--- config.mk ---
export PLATFORM = sky130hd
export DESIGN_NAME = pipe_flush_n
export DESIGN_NICKNAME = d
export VERILOG_FILES = /design/src/rtl/siaminer_pkg.sv /design/src/rtl/pipe_flush_stage.sv /design/src/rtl/pipe_flush_n.sv
export SDC_FILE = /design/constraint.sdc
export NUM_CORES = 1
export LEC_CHECK = 0
export BUFFER_PORTS_ARGS = -buffer_cell sky130_fd_sc_hd__buf_2
export CAP_MARGIN = 40
export CORE_AREA = 2 2 165 167
export DETAILED_ROUTE_END_ITERATION = 8
export DIE_AREA = 0 0 167 169
export PLACE_DENSITY = 0.65
export SYNTH_ARGS = -nofsm -noshare
export SYNTH_HDL_FRONTEND = slang
export SYNTH_SLANG_ARGS = --single-unit
export TNS_END_PERCENT = 50
--- constraint.sdc ---
create_clock -name clk -period 13.5 [get_ports clk]
set_input_delay 1.35 -clock clk [delete_from_list [all_inputs] [get_ports clk]]
set_output_delay 1.35 -clock clk [all_outputs]
set_load 0.005 [all_outputs]
--- src/rtl/siaminer_pkg.sv ---
// siaminer_pkg: constants and helpers for the siaminer hash datapath.
//   M04_W      - width of the m04 word that travels down the hash pipeline.
//   occ_width  - number of bits needed to count 0..depth valid stages.
//                The result is never less than 1.
package siaminer_pkg;

    localparam int M04_W = 64;

    // Width of a counter that ranges over 0..depth inclusive.
    function automatic int occ_width(input int depth);
        int w;
        w = $clog2(depth + 1);
        return (w < 1) ? 1 : w;
    endfunction

endpackage

--- src/rtl/pipe_flush_stage.sv ---
// pipe_flush_stage: one valid+data register of the flushable delay line.
//   clk, rst           - clock; asynchronous active-high reset
//   en                 - load vld_in/data_in (low = hold)
//   flush              - clear the valid bit; overrides en
//   clear_data         - on flush, also zero the data register
//   vld_in, data_in    - word from the previous stage (or the line input)
//   vld_q, data_q      - registered word
module pipe_flush_stage #(
    parameter int W = 64
) (
    input  logic         clk,
    input  logic         rst,
    input  logic         en,
    input  logic         flush,
    input  logic         clear_data,
    input  logic         vld_in,
    input  logic [W-1:0] data_in,
    output logic         vld_q,
    output logic [W-1:0] data_q
);

    logic         vld_reg;
    logic [W-1:0] data_reg;

    always_ff @(posedge clk or posedge rst) begin
        if (rst) begin
            vld_reg  <= 1'b0;
            data_reg <= '0;
        end else if (flush) begin
            vld_reg <= 1'b0;
            if (clear_data) begin
                data_reg <= '0;
            end
        end else if (en) begin
            // Data moves even when the valid bit is low.
            vld_reg  <= vld_in;
            data_reg <= data_in;
        end
    end

    assign vld_q  = vld_reg;
    assign data_q = data_reg;

endmodule

--- src/rtl/pipe_flush_n.sv ---
// pipe_flush_n: DEPTH-stage valid/data delay line with flush, stall,
// occupancy tracking and a saturating count of inputs lost while stalled.
//   clk, rst         - clock; asynchronous active-high reset
//   found, valid     - flush requests (nonce found / new work); valid also
//                      clears the drop counter
//   stall            - hold every stage; a valid input is dropped and counted
//   vldIn, dataIn    - input word
//   vldOut, dataOut  - last stage, DEPTH cycles after presentation
//   occupancy        - number of stages holding a valid word
//   empty            - occupancy == 0
//   dropCnt          - inputs discarded while stalled, saturating
module pipe_flush_n
    import siaminer_pkg::*;
#(
    parameter int W          = M04_W,
    parameter int DEPTH      = 4,
    parameter bit CLEAR_DATA = 1'b1,
    parameter int DROP_W     = 16
) (
    input  logic                         clk,
    input  logic                         rst,
    input  logic                         found,
    input  logic                         valid,
    input  logic                         stall,
    input  logic                         vldIn,
    input  logic [W-1:0]                 dataIn,
    output logic                         vldOut,
    output logic [W-1:0]                 dataOut,
    output logic [occ_width(DEPTH)-1:0]  occupancy,
    output logic                         empty,
    output logic [DROP_W-1:0]            dropCnt
);

    localparam int                OCC_W    = occ_width(DEPTH);
    localparam logic [DROP_W-1:0] DROP_MAX = '1;

    logic flush;
    logic en;

    assign flush = found | valid;
    assign en    = ~stall;

    logic         stage_vld  [DEPTH];
    logic [W-1:0] stage_data [DEPTH];

    genvar gi;
    generate
        for (gi = 0; gi < DEPTH; gi++) begin : g_stage
            logic         vld_d;
            logic [W-1:0] data_d;

            if (gi == 0) begin : g_head
                assign vld_d  = vldIn;
                assign data_d = dataIn;
            end else begin : g_body
                assign vld_d  = stage_vld[gi-1];
                assign data_d = stage_data[gi-1];
            end

            pipe_flush_stage #(
                .W(W)
            ) u_stage (
                .clk        (clk),
                .rst        (rst),
                .en         (en),
                .flush      (flush),
                .clear_data (CLEAR_DATA),
                .vld_in     (vld_d),
                .data_in    (data_d),
                .vld_q      (stage_vld[gi]),
                .data_q     (stage_data[gi])
            );
        end
    endgenerate

    assign vldOut  = stage_vld[DEPTH-1];
    assign dataOut = stage_data[DEPTH-1];

    // Occupancy is kept as a register that tracks the popcount the stages
    // will hold after the same edge, so it is available without an adder
    // tree on the output path.
    logic [OCC_W-1:0] occ_reg;
    logic [OCC_W-1:0] occ_next;

    always_comb begin
        occ_next = occ_reg;
        if (flush) begin
            occ_next = '0;
        end else if (!stall) begin
            // After a shift the last stage's word is gone; the new input
            // and stages 0..DEPTH-2 remain.
            occ_next = OCC_W'(vldIn);
            for (int i = 0; i < DEPTH - 1; i++) begin
                occ_next = occ_next + OCC_W'(stage_vld[i]);
            end
        end
    end

    // The valid clear wins over an increment; found alone leaves the
    // counter alone but still suppresses counting because a flush cycle
    // never drops.
    logic [DROP_W-1:0] drop_reg;
    logic [DROP_W-1:0] drop_next;

    always_comb begin
        drop_next = drop_reg;
        if (valid) begin
            drop_next = '0;
        end else if (!found && stall && vldIn && (drop_reg != DROP_MAX)) begin
            drop_next = drop_reg + DROP_W'(1);
        end
    end

    always_ff @(posedge clk or posedge rst) begin
        if (rst) begin
            occ_reg  <= '0;
            drop_reg <= '0;
        end else begin
            occ_reg  <= occ_next;
            drop_reg <= drop_next;
        end
    end

    assign occupancy = occ_reg;
    assign empty     = (occ_reg == '0);
    assign dropCnt   = drop_reg;

endmodule

==> metrics.md <==
| Metric | Value |
|---|---|
| Post_cts resized | `0` |
| Sequential power share | `0.481` |
| Setup WS pre-CTS | `about 9400 ps` |
| GP Congestion | `0.804` |
| Initial Util | `0.432` |
| CP Capture Type | `flop` |
| # setup viols final | `0` |
| Clock Power Share | `0.462` |
| Cell Area, Synth | `roughly 11000 sq um` |
| Most used DFF post-synth | `dfrtp_1` |
| Yosys top cell by area | `dfrtp_1` |
| CTS tree | `built` |
| Synthesis Warnings | `0` |
| Area Growth Syn to Fin | `19.0%` |
| Setup TNS | `0 ps` |
| Hold Path Class | `reg -> reg` |
| RSZ-0062 raised after global routing | `false` |
| # fillers | `roughly 2400` |
| First-pass GRT wire length | `approximately 37000 microns` |
| Area fraction of the dominant cell type after synthesis | `0.610` |
| F_max | `roughly 280 MHz` |
| Hold buffers post-CTS | `0` |
| Slew Limit Fails | `0` |
| Die Height | `169 microns` |
| Skew final | `about 9 ps` |
| Crit Path Category | `in -> reg` |
| Post-synth EDFFs | `0` |
| Post-synthesis sequential area ratio | `0.610` |
| Synthesized area per cell | `roughly 12 sq um` |
| Die area | `28200 sq um` |
| Switching part of the total | `0.216` |
| Antenna-violating nets left | `0` |
| CP Data Required Time | `roughly 14000 ps` |
| Total iterations of the first detailed-routing run | `4` |
| DPL Wire Length | `~14000 microns` |
| Number of CTS-inserted buffers | `30` |
| Int Power | `roughly 1.4 mW` |
| Initial antenna violation count | `2` |
| Synthesized flop and latch total | `279` |
| Htree depth | `1` |
| Remaining Overflow, GRT | `0` |
| Net Sw Power | `between 300 and 400 uW` |
| Port Buffers | `roughly 150` |
| Status | `finished clean` |
| Startpoint Class | `primary input` |
| Detailed Route WL | `~22000 microns` |
| Pleak | `about 7.1 nW` |
| Nets | `around 1200` |
| Worst Slack Setup Final | `around 10000 ps` |
| Worst skew pair latency | `between 500 and 600 ps` |
| Fin crit share | `0.262` |
| Fraction of layout cells with a size suffix above 1 | `0.198` |
| Synth unique cells | `35` |
| CTS Buffer Depth | `3` |
| Vias in the first global route | `around 7000` |
| Root buffer cell | `clkbuf_16` |
| Final hold violations | `0` |
| Largest net degree at the start of global routing | `86` |
| CORE AREA | `26500 sq um` |
| Clk pin slew, worst setup/hold paths | `60 ps` |
| PwrDens | `around 130 nW/um^2` |
| Maxcap violations | `0` |
| DR vias/cell | `slightly below 5` |
| Critical Path AT | `approximately 3900 ps` |
| Slew HR | `0.419` |
| Final Critical Period | `around 3500 ps` |
| Post-CTS setup buffers | `0` |
| Async SR Flop Fraction | `1.00` |
| Post-synthesis cell count | `950` |
| Slew at the pin with the worst max-slew slack | `872 ps` |
| Drt first-iter violations | `just over 500` |
| Comb pwr share | `0.057` |
| Width of the chip | `167 microns` |
| Peak VDD IR | `approximately 89 uV` |
| DR WL/cell | `approximately 15 microns` |
| Synth area leaders | `dfrtp_1 (61%), mux2i_1 (23%), nor2_1 (8.8%)` |
| Remaining DRCs | `0` |
| CP Max Fanout | `about 80` |
| Top-Level Pins | `between 150 and 200` |
| Tot GR Track Use | `0.156` |
| CTS sink count | `between 200 and 300` |
| Syn Nets | `1024` |
| Via count | `approximately 7200` |
| Std-Cell Rows | `60` |
-- layout make-up --
class,count,area [sq um],share of cell area
repair buffers,168,1020,0.0748
multi-input cells,607,4190,0.308
well taps,341,427,0.0313
clock inverters,7,110,0.00808
flip-flops and latches,279,6980,0.513
inverters,1,11.3,0.000827
clock buffers,48,880,0.0646
diodes,1,2.50,0.000184
-- per-stage QoR --
step	power, mW	util	instance area [sq um]	std cells	hold WS, ps
after CTS	1.79	0.514	13600	1451	519
after detailed placement	0.967	0.477	12600	1396	507
after global routing	1.84	0.514	13600	1452	536
final	1.77	0.514	13600	1452	513
after global placement	0.960	0.470	12400	1389	496
after floorplan	0.935	-	11400	950	486
-- registers in the layout, summed over array words and instances, names as in the netlist --
name,cells
dropCnt,16
g_stage.u_stage.data_q,256
g_stage.u_stage.vld_q,4
occupancy,3
-- logic make-up (layout without fill, tap and decap cells) --
logic type               after synthesis  after routing  synth area share
XOR/XNOR                               1              1          0.000765
adder cells (fa/ha/maj)                4              4           0.00503
other                                  0              1                 0
AND/OR/NAND/NOR                      312            312             0.115
flip-flops                           279            279             0.610
buffers and inverters                 64            224            0.0242
multiplexers                         267            267             0.234
AO/OA/AOI/OAI                         23             23            0.0117
-- Yosys cell counts, drive strengths merged (2+ instances only) --
cell / count
a21oi: 11
o31ai: 6
nand3: 7
and4: 2
nor4: 4
nor2: 268
mux2: 4
o21ai: 5
nand2: 6
ha: 3
nor2b: 4
nand4: 5
buf: 29
or4: 7
or3: 4
dfrtp: 279
mux2i: 263
clkbuf: 34
-- critical path, cell delays in order --
cell,delay (ps)
buf_8,560
buf_4,510
buf_16,310
buf_4,470
buf_16,300
mux2i_1,230
nor2_1,70
-- power by group through the flow --
stage | clock network, mW | registers [mW] | logic, mW
finish | 0.816 | 0.849 | 0.100
global route | 0.881 | 0.850 | 0.111
CTS | 0.842 | 0.849 | 0.103
detailed placement | 0 | 0.865 | 0.102
global placement | 0 | 0.864 | 0.0960
floorplan | 0 | 0.864 | 0.0715
-- layout by cell type (no fill, tap or decap), drive strengths merged, types with 2 or more instances in the layout --
cell	netlist	routed
nand2	6	6
mux2	4	4
nor4	4	4
clkbuf	34	48
nand4	5	5
nor2b	4	4
bufinv	0	3
nand3	7	7
o31ai	6	6
buf	29	168
ha	3	3
and4	2	2
dfrtp	279	279
clkinv	0	4
o21ai	5	5
nor2	268	268
mux2i	263	263
or3	4	4
or4	7	7
a21oi	11	11
-- per-layer routing --
layer	vias up	wire, microns	track usage
met1	3555	10500	0.226
met2	115	10100	0.243
li1	3504	-	-
met5	-	13	0
met4	2	424	0.0412
met3	32	993	0.0297
-- worst paths after layout --
| kind | from | to | depth (start not counted) | slack (ps) |
|---|---|---|---|---|
| min reg2reg | g_stage[0].u_stage.data_q[60] | g_stage[1].u_stage.data_q[60] | 2 | 510 |
| max reg2reg | dropCnt[0] | dropCnt[15] | 5 | 11220 |
| min | g_stage[0].u_stage.data_q[60] | g_stage[1].u_stage.data_q[60] | 2 | 510 |
| max in group asynchronous | rst | g_stage[1].u_stage.data_q[13] | 5 | 10740 |
| max | stall | g_stage[2].u_stage.data_q[12] | 7 | 9970 |
| min in group asynchronous | rst | g_stage[0].u_stage.data_q[61] | 2 | 840 |
No activity file was read; power rests on OpenSTA's default activity.
